## config.mk

```make
export PLATFORM = sky130hd
export DESIGN_NAME = mismatch_accum
export DESIGN_NICKNAME = d
export VERILOG_FILES = /design/src/rtl/truth_table_pkg.sv /design/src/rtl/mismatch_accum.sv
export SDC_FILE = /design/constraint.sdc
export NUM_CORES = 1
export LEC_CHECK = 0
export CAP_MARGIN = 0
export CORE_MARGIN = 8
export CORE_UTILIZATION = 47
export CTS_CLUSTER_DIAMETER = 200
export DETAILED_ROUTE_END_ITERATION = 12
export HOLD_SLACK_MARGIN = 0.12
export PLACE_DENSITY = 0.91
export RECOVER_POWER = 25
export SKIP_CTS_REPAIR_TIMING = 1
export SLEW_MARGIN = 20
export SYNTH_ARGS = -nofsm -noshare
export SYNTH_HDL_FRONTEND = slang
export SYNTH_SLANG_ARGS = --single-unit
export TNS_END_PERCENT = 20
```

## constraint.sdc

```tcl
create_clock -name clk -period 6.1 [get_ports clk]
set_input_delay 1.22 -clock clk [delete_from_list [all_inputs] [get_ports clk]]
set_output_delay 1.22 -clock clk [all_outputs]
set_load 0.02 [all_outputs]
```

## src/rtl/truth_table_pkg.sv

```systemverilog
// Shared types and helpers for the exhaustive truth-table checker.
// Holds the FSM state encoding, counter-width helper and output popcount.
package truth_table_pkg;

    typedef enum logic [1:0] {
        IDLE   = 2'd0,
        SETTLE = 2'd1,
        CHECK  = 2'd2,
        DONE   = 2'd3
    } tt_state_t;

    // Widest compared output bus and the width needed to count its bits (0..32).
    localparam int unsigned MAX_OUT_W = 32;
    localparam int unsigned POP_W     = 6;

    // Bits needed to hold values 0..max_val; never less than one bit.
    function automatic int unsigned cnt_width(input int unsigned max_val);
        return (max_val < 2) ? 1 : $clog2(max_val + 1);
    endfunction

    function automatic logic [POP_W-1:0] popcount(input logic [MAX_OUT_W-1:0] v);
        logic [POP_W-1:0] c;
        c = '0;
        for (int i = 0; i < MAX_OUT_W; i++) begin
            c = c + POP_W'(v[i]);
        end
        return c;
    endfunction

endpackage

```

## src/rtl/mismatch_accum.sv

```systemverilog
// Accumulates mismatched output bits (saturating) and captures the first
// failing vector together with its mismatch mask.
module mismatch_accum
    import truth_table_pkg::*;
#(
    parameter int unsigned IN_W  = 3,
    parameter int unsigned OUT_W = 4,
    parameter int unsigned ERR_W = 8
) (
    input  logic             clk,
    input  logic             rst,
    input  logic             clr_i,
    input  logic             en_i,
    input  logic [OUT_W-1:0] mask_i,
    input  logic [IN_W-1:0]  vec_i,
    output logic [ERR_W-1:0] err_count_o,
    output logic             fail_valid_o,
    output logic [IN_W-1:0]  fail_vec_o,
    output logic [OUT_W-1:0] fail_mask_o
);

    localparam int unsigned SUM_W = ERR_W + POP_W;
    localparam logic [SUM_W-1:0] ERR_MAX = SUM_W'({ERR_W{1'b1}});

    logic [ERR_W-1:0] err_count_q, err_count_d;
    logic             fail_valid_q, fail_valid_d;
    logic [IN_W-1:0]  fail_vec_q, fail_vec_d;
    logic [OUT_W-1:0] fail_mask_q, fail_mask_d;
    logic [SUM_W-1:0] sum;

    always_comb begin
        // Widened add so one vector's worth of mismatches can never wrap before saturation.
        sum          = SUM_W'(err_count_q) + SUM_W'(popcount(MAX_OUT_W'(mask_i)));
        err_count_d  = err_count_q;
        fail_valid_d = fail_valid_q;
        fail_vec_d   = fail_vec_q;
        fail_mask_d  = fail_mask_q;
        if (clr_i) begin
            err_count_d  = '0;
            fail_valid_d = 1'b0;
            fail_vec_d   = '0;
            fail_mask_d  = '0;
        end else if (en_i) begin
            err_count_d = (sum > ERR_MAX) ? {ERR_W{1'b1}} : sum[ERR_W-1:0];
            if ((mask_i != '0) && !fail_valid_q) begin
                fail_valid_d = 1'b1;
                fail_vec_d   = vec_i;
                fail_mask_d  = mask_i;
            end
        end
    end

    always_ff @(posedge clk) begin
        if (rst) begin
            err_count_q  <= '0;
            fail_valid_q <= 1'b0;
            fail_vec_q   <= '0;
            fail_mask_q  <= '0;
        end else begin
            err_count_q  <= err_count_d;
            fail_valid_q <= fail_valid_d;
            fail_vec_q   <= fail_vec_d;
            fail_mask_q  <= fail_mask_d;
        end
    end

    assign err_count_o  = err_count_q;
    assign fail_valid_o = fail_valid_q;
    assign fail_vec_o   = fail_vec_q;
    assign fail_mask_o  = fail_mask_q;

endmodule

```

Word level (Yosys, flattened, before mapping):

Index checks and enable logic that the tools add are counted.

* flip-flop bits (word level): 16
* input bits: 11
* logic and storage cells: 15

* add/sub/neg operators: 4
* magnitude comparators: 1
* muxes and demuxes: 1
* reduce and logical (&&, ||, !) cells: 5

Operator list (number)
* adder 8 x 4 -> 9 bit: 1
* greater-than comparator 9 x 8 -> 1 bit (second input constant): 1
* 2-to-1 mux 8 bit: 1
* adder 3 x 1 -> 4 bit: 1
* nonzero test 4 bit: 1
* adder 2 x 1 -> 3 bit: 1
* adder 1 x 1 -> 2 bit: 1
* AND reduction 2 bit: 1
* OR reduction 2 bit: 1
* logical AND 1 bit: 1
* logical NOT 1 bit: 1

Logic depth before layout (Yosys ltp):

Gate-level depths: netlist of the first run.

* word-level depth: 6
* gate-level depth with buffers: 9
* gate-level depth less buffers: 9

Worst setup path after synthesis of the first run:

No wires, ideal clock.

* path type: input -> register
* from: input port mask_i[0]
* to: register err_count_q[6] (netlist: err_count_o[6])
* data arrival time: 2.988 ns
* required time: 5.973 ns
* slack: 2.985 ns
* stages on the path: 8
* buffers on the path: 0
* cell sequence: fa_1 -> inv_1 -> fa_1 -> inv_1 -> fa_1 -> and4_2 -> nor4b_1 -> nor3_1

* longest elaborated chain between the ends: 6

RTL lines
* from (decl): line mismatch_accum.sv:14 `input logic [OUT_W-1:0] mask_i,`
* adder 1 x 1 -> 2 bit *: line truth_table_pkg.sv:25 `c = c + POP_W'(v[i]);`
* adder 2 x 1 -> 3 bit *: line truth_table_pkg.sv:25
* adder 3 x 1 -> 4 bit *: line truth_table_pkg.sv:25
* adder 8 x 4 -> 9 bit *: line mismatch_accum.sv:33 `sum = SUM_W'(err_count_q) + SUM_W'(popcount(MAX_OUT_W'(mask_i)));`
* greater-than comparator 9 x 8 -> 1 bit: line mismatch_accum.sv:44 `err_count_d = (sum > ERR_MAX) ? {ERR_W{1'b1}} : sum[ERR_W-1:0];`
* 2-to-1 mux 8 bit *: line mismatch_accum.sv:44
* to (signal assigned): line mismatch_accum.sv:60 `err_count_q <= err_count_d;`
* to (decl): line mismatch_accum.sv:25 `logic [ERR_W-1:0] err_count_q, err_count_d;`

Mark *: on every way between the ends. The rest lies on a longest branch, timed or not.
A chain may end at the register's enable or synchronous reset.

Worst setup path in the final report of the first run:

Ends and elaborated chain as after synthesis.

==> flow_summary.ini, run 1 <==
[status]
status = finished clean

[critical_path]
critPathBufInv = 3
start_kind = input pin
crit_path_max_incr_delay_ns = 0.55
cp_top_family = adder cells
slowest_stage = fa_1
path_max_fanout = 5
end_kind = flop
worstPathRequired_ns = 6.26
path_common_cell = fa_1
cp.arrival_ns = 3.78
crit_chain = clkdlybuf4s50_1, fa_1, inv_1, fa_1, inv_1, fa_1, and4_2, nor4b_1, nor3_1
worst-setup-path-type = input pin to flop

[cts]
clkLatencyLatePin_ns = 0.28
cts.clk_slew.worst_paths_ns = 0.09
cts_tree = built
cts.sinks = 16
ctsLongestPathBuffers = 2
cts_inserted_buffers = 3
h-tree-depth = 1
cts_root_buffer = clkbuf_4

[synth]
synth.distinct_cells = 25
yosys.area.top_type_share_pct = 38.7
synth_area_um2 = 828
synth_common_cells = 16 x dfxtp_1, 13 x nor2_1, 9 x mux2i_1
yosysSeqAreaShare_pct = 38.7
synthMostInstantiatedCell = dfxtp_1
synthFlopType = dfxtp_1
synth.area.top_cells = dfxtp_1 39%, mux2i_1 11%, fa_1 7.3%
yosys_register_bits = 16
async_flop_share_pct = 0
yosysWarnings = 0
yosysTopAreaCell = dfxtp_1
synth-edff-count = 0
synth.avg_cell_area_um2 = 9.52
synth_cells = 87
syn_nets = 103

[floorplanning]
start_util_pct = 49.0
rows = 15
die-area_mm2 = 0.00336
dieHeight_um = 58.0
io_pins = 27
core_area_mm2 = 0.00169
die_w_um = 58.0

[timing]
slew-limit-headroom_pct = 42.6
final_max_slew_viol_count = 0
finalCriticalPeriod_ns = 3.63
timing.final.crit_share_pct = 59.4
setup_tns_ns = 0
finalHoldViolations = 0
worstMarginPinSlew_ns = 0.862
clock_skew_ns = 0.00557
finalSetupViolations = 0
rsz0062_at_grt = no
timing.fmax_ghz = 0.276

[power]
netSwitchingPower_w = 0.0000539
powerDensity_mw_per_mm2 = 184
cellLeakagePower_nw = 0.430
total_power_w = 0.000204
peakVddDrop_mv = 0.122
clkPwrFrac_pct = 26.7
swShare_pct = 26.5
intPower_w = 0.000150
pwr-share-comb_pct = 19.5
power_frac_seq_pct = 53.8

[global_routing]
grt_max_degree = 17
grt_pass1_wl_um = 3350
grt_usage_pct = 12.9
grt_remaining_overflow = 0
grt_antenna_before_repair = 0
grt_pass1_vias = 728

[placement]
gp_congestion = 0.824
portBuffers = 26
dp_hpwl_um = 1540

[route]
antenna_left = 0
drtPass1Iterations = 5
route.vias.total = 734
drt-total-wl_um = 2020
routedWlPerCell_um = 15.5
viasPerCell = 5.65
initialDrtViolationCount = 28
drc = 0

[run]
max_cap_violations = 0

[cells_and_area]
drive_above_1_share_pct = 7.96
area_growth_syn_to_layout_pct = 33.4
diodes = 0
nNetsFinal = 131

[min_path]
hold_class = flop to flop
-- power by group through the flow --
stage	Sequential (W)	Combinational, W	Clock, W
after floorplan	0.000115	0.0000215	0
after global placement	0.000112	0.0000401	0
after detailed placement	0.000112	0.0000415	0
after global routing	0.000110	0.0000438	0.0000608
final	0.000110	0.0000397	0.0000545
after CTS	0.000110	0.0000418	0.0000561
-- layer usage --
metal,up-vias,part of all wire [%],GRT usage (%)
met5,-,0,0
met3,8,8.1,5.30
li1,349,-,-
met2,30,50,20.4
met4,0,3.2,9.44
met1,347,39,13.6
-- through the flow --
stage / std cells / utilization [%] / cell area (um2) / hold slack (ns) / worst slack (ns)
2_1_floorplan: 87 / - / 828 / 0.548 / 2.98
4_1_cts: 130 / 66.1 / 1120 / 0.505 / 2.46
3_3_place_gp: 127 / 64.7 / 1090 / 0.465 / 2.41
5_1_grt: 130 / 65.4 / 1100 / 0.530 / 2.35
3_5_place_dp: 127 / 64.7 / 1090 / 0.484 / 2.27
6_report: 130 / 65.4 / 1100 / 0.491 / 2.47
-- cells in the final DEF, fill, tap and decap left out --
master and instances:
nor2_1 13, mux2i_1 9, nand2b_4 1, nand3_1 3
a31oi_1 3, nand2_1 5, inv_1 8, dfxtp_1 16
or2_2 1, dlygate4sd3_1 7, and4_2 1, clkdlybuf4s50_1 19
ha_1 2, nand4_4 1, or2_1 1, nand2b_1 2
nor3_1 2, o2111a_1 1, o21ai_0 3, a21oi_1 6
a21oi_4 1, fa_1 3, clkbuf_4 3, a211oi_2 1
nor4b_1 1
-- tightest hold or removal path: stages, from the launching register on --
cell	delay (ns)
dfxtp_1	0.33
mux2i_1	0.06
nor2_1	0.07
-- cell families after synthesis --
group | after synthesis | synth area share [%]
buffers and inverters | 11 | 5.59
AO/OA/AOI/OAI | 15 | 13.9
AND/OR/NAND/NOR | 31 | 20.7
multiplexers | 9 | 10.9
flip-flops | 16 | 38.7
adder cells (fa/ha/maj) | 5 | 10.3
-- sequential cells by signal, summed over array words and instances (netlist names) --
signal	flops
fail_mask_o	4
err_count_o	8
fail_vec_o	3
fail_valid_o	1
-- final cells by class --
type	instances	area, um2
multi-input combinational	60	450
inverter	8	30.0
fill	131	584
clock buffer	3	22.5
sequential	16	320
timing repair buffer	26	260
tap	17	21.3
-- worst paths after layout --
kind                  start        endpoint  slack (ns)  cells past startpoint
max               mask_i[0]  err_count_o[6]        2.47                      9
min          fail_mask_o[0]  fail_mask_o[0]        0.49                      2
max reg2reg  err_count_o[0]  err_count_o[6]        4.04                      7
min reg2reg  fail_mask_o[0]  fail_mask_o[0]        0.49                      2
No activity file was read; power rests on OpenSTA's default activity.
==> run 2: changes to the inputs <==
Settings changed: CORE_UTILIZATION 47 to 40, PLACE_DENSITY 0.91 to 0.84.
Clock period 6.1 ns to 3.1 ns, I/O delays scaled along.
==> flow_summary.ini, run 2 (synthesis gave the netlist of run 1 again) <==
[floorplanning]
die-area_mm2 = 0.00378
die_w_um = 61.5
rows = 16
dieHeight_um = 61.5
io_pins = 27
core_area_mm2 = 0.00196
start_util_pct = 42.2

[min_path]
min-delay-start = fail_mask_o[2]
hold_class = flop to flop
hold-path-cell-count = 2
hold_path_end = fail_mask_o[2]

[power]
cellLeakagePower_nw = 0.439
intPower_w = 0.000323
powerDensity_mw_per_mm2 = 386
netSwitchingPower_w = 0.000117
swShare_pct = 26.6
peakVddDrop_mv = 0.277
power_frac_seq_pct = 49.1
pwr-share-comb_pct = 18.2
clkPwrFrac_pct = 32.7

[cells_and_area]
area_growth_syn_to_layout_pct = 37.5
layout_commonest_cell = clkdlybuf4s50_1
nNetsFinal = 132
finish.utilization_pct = 58.0
largest_reg_flops = 8
n_fill_cell = 176
diodes = 0
drive_above_1_share_pct = 9.57
mostFrequentLayoutCells = 19 x clkdlybuf4s50_1, 16 x dfxtp_1, 13 x nor2_1

[timing]
rsz0062_at_grt = no
finalHoldViolations = 0
setup_tns_ns = 0
slew-limit-headroom_pct = 42.1
final_max_slew_viol_count = 0
worstMarginPinSlew_ns = 0.869
clock_skew_ns = 0.00761
timing.final.crit_share_pct = 90.1
finalSetupViolations = 0
timing.fmax_ghz = 0.358
finalCriticalPeriod_ns = 2.79

[critical_path]
path_common_cell = fa_1
r2r_start = err_count_o[0]
worst-setup-path-type = input pin to flop
crit_path_max_incr_delay_ns = 0.55
rr_endpoint = err_count_o[6]
end_kind = flop
worstPathRequired_ns = 3.28
rr_worst_depth = 7
cp-startpoint = mask_i[0]
path_max_fanout = 4
start_kind = input pin
crit_chain = clkdlybuf4s50_1, fa_1, inv_1, fa_1, inv_1, fa_1, and4_2, nor4b_1, nor3_1
r2r_slack_ns = 1.25
slowest_stage = fa_1
cp.arrival_ns = 2.97

[route]
drtPass1Iterations = 4
viasPerCell = 5.04
initialDrtViolationCount = 26
drt-total-wl_um = 2080
route.vias.total = 715
routedWlPerCell_um = 14.7
antenna_left = 0
drc = 0

[placement]
portBuffers = 26
dp_hpwl_um = 1590
gp_congestion = 0.806

[global_routing]
use_met2_pct = 19.1
grt_usage_pct = 12.2
grt_max_degree = 17
grt_busiest_layer = met2
grt_pass1_vias = 714
grt_remaining_overflow = 0
grt_util_met1_pct = 13.5
grt_pass1_wl_um = 3410
globalRouteMet3Util_pct = 4.59
grt_antenna_before_repair = 0

[cts]
cts_root_buffer = clkbuf_4
cts.clk_slew.worst_paths_ns = 0.10
h-tree-depth = 1
cts_tree = built
cts.sinks = 16
ctsLongestPathBuffers = 2
cts_inserted_buffers = 3
clkLatencyLatePin_ns = 0.30

[status]
status = finished clean

[run]
max_cap_violations = 0
==> run 2: cell types whose count changed in the layout (fill, tap and decap cells not counted), sizes merged <==
cell	previous run	this run
buf	0	1
clkbuf	3	4
==> run 2: cell type report <==
class                           count  area [um2]  share of cell area, %
Clock buffer                        4        36.3                   3.19
Multi-Input combinational cell     60         450                   39.6
Timing Repair Buffer               27         268                   23.5
Sequential cell                    16         320                   28.1
Inverter                            8        30.0                   2.64
Tap cell                           27        33.8                   2.97
==> run 2: routing by layer <==
metal	up-vias	wire length [um]	part of all wire [%]
li1	354	-	-
met1	333	875	42
met2	23	984	47
met3	5	169	8.1
met4	0	53	2.5
met5	-	0	0
==> run 2: how the worst max path moves through the flow <==
stage          cells past startpoint             end  slack [ns]
4_1_cts                            9  err_count_o[6]        0.30
2_1_floorplan                      8  err_count_o[6]        0.58
5_1_grt                            9  err_count_o[6]        0.15
3_5_place_dp                       9  err_count_o[6]       -0.02
3_3_place_gp                       9  err_count_o[6]        0.08
6_report                           9  err_count_o[6]        0.31
==> run 2: critical path: cells and delay by family <==
family,cells,cell delay (ns)
simple gates,3,0.62
buf+inv,3,0.62
fa+ha+maj,3,1.12
==> run 2: power by group through the flow <==
stage / Clock (W) / Combinational, W / Sequential, W
after global routing: 0.000153 / 0.0000885 / 0.000217
final: 0.000144 / 0.0000800 / 0.000216
after detailed placement: 0 / 0.0000840 / 0.000221
after floorplan: 0 / 0.0000422 / 0.000227
after global placement: 0 / 0.0000807 / 0.000220
after CTS: 0.000146 / 0.0000845 / 0.000216
==> run 2: metrics by stage <==
stage	hold WS, ns	total power [W]	instance area [um2]	worst slack, ns	cells
after detailed placement	0.477	0.000305	1110	-0.0244	138
after floorplan	0.548	0.000269	828	0.585	87
after global routing	0.520	0.000458	1140	0.149	142
final	0.489	0.000439	1140	0.308	142
after global placement	0.466	0.000301	1110	0.0794	138
after CTS	0.492	0.000446	1150	0.301	142
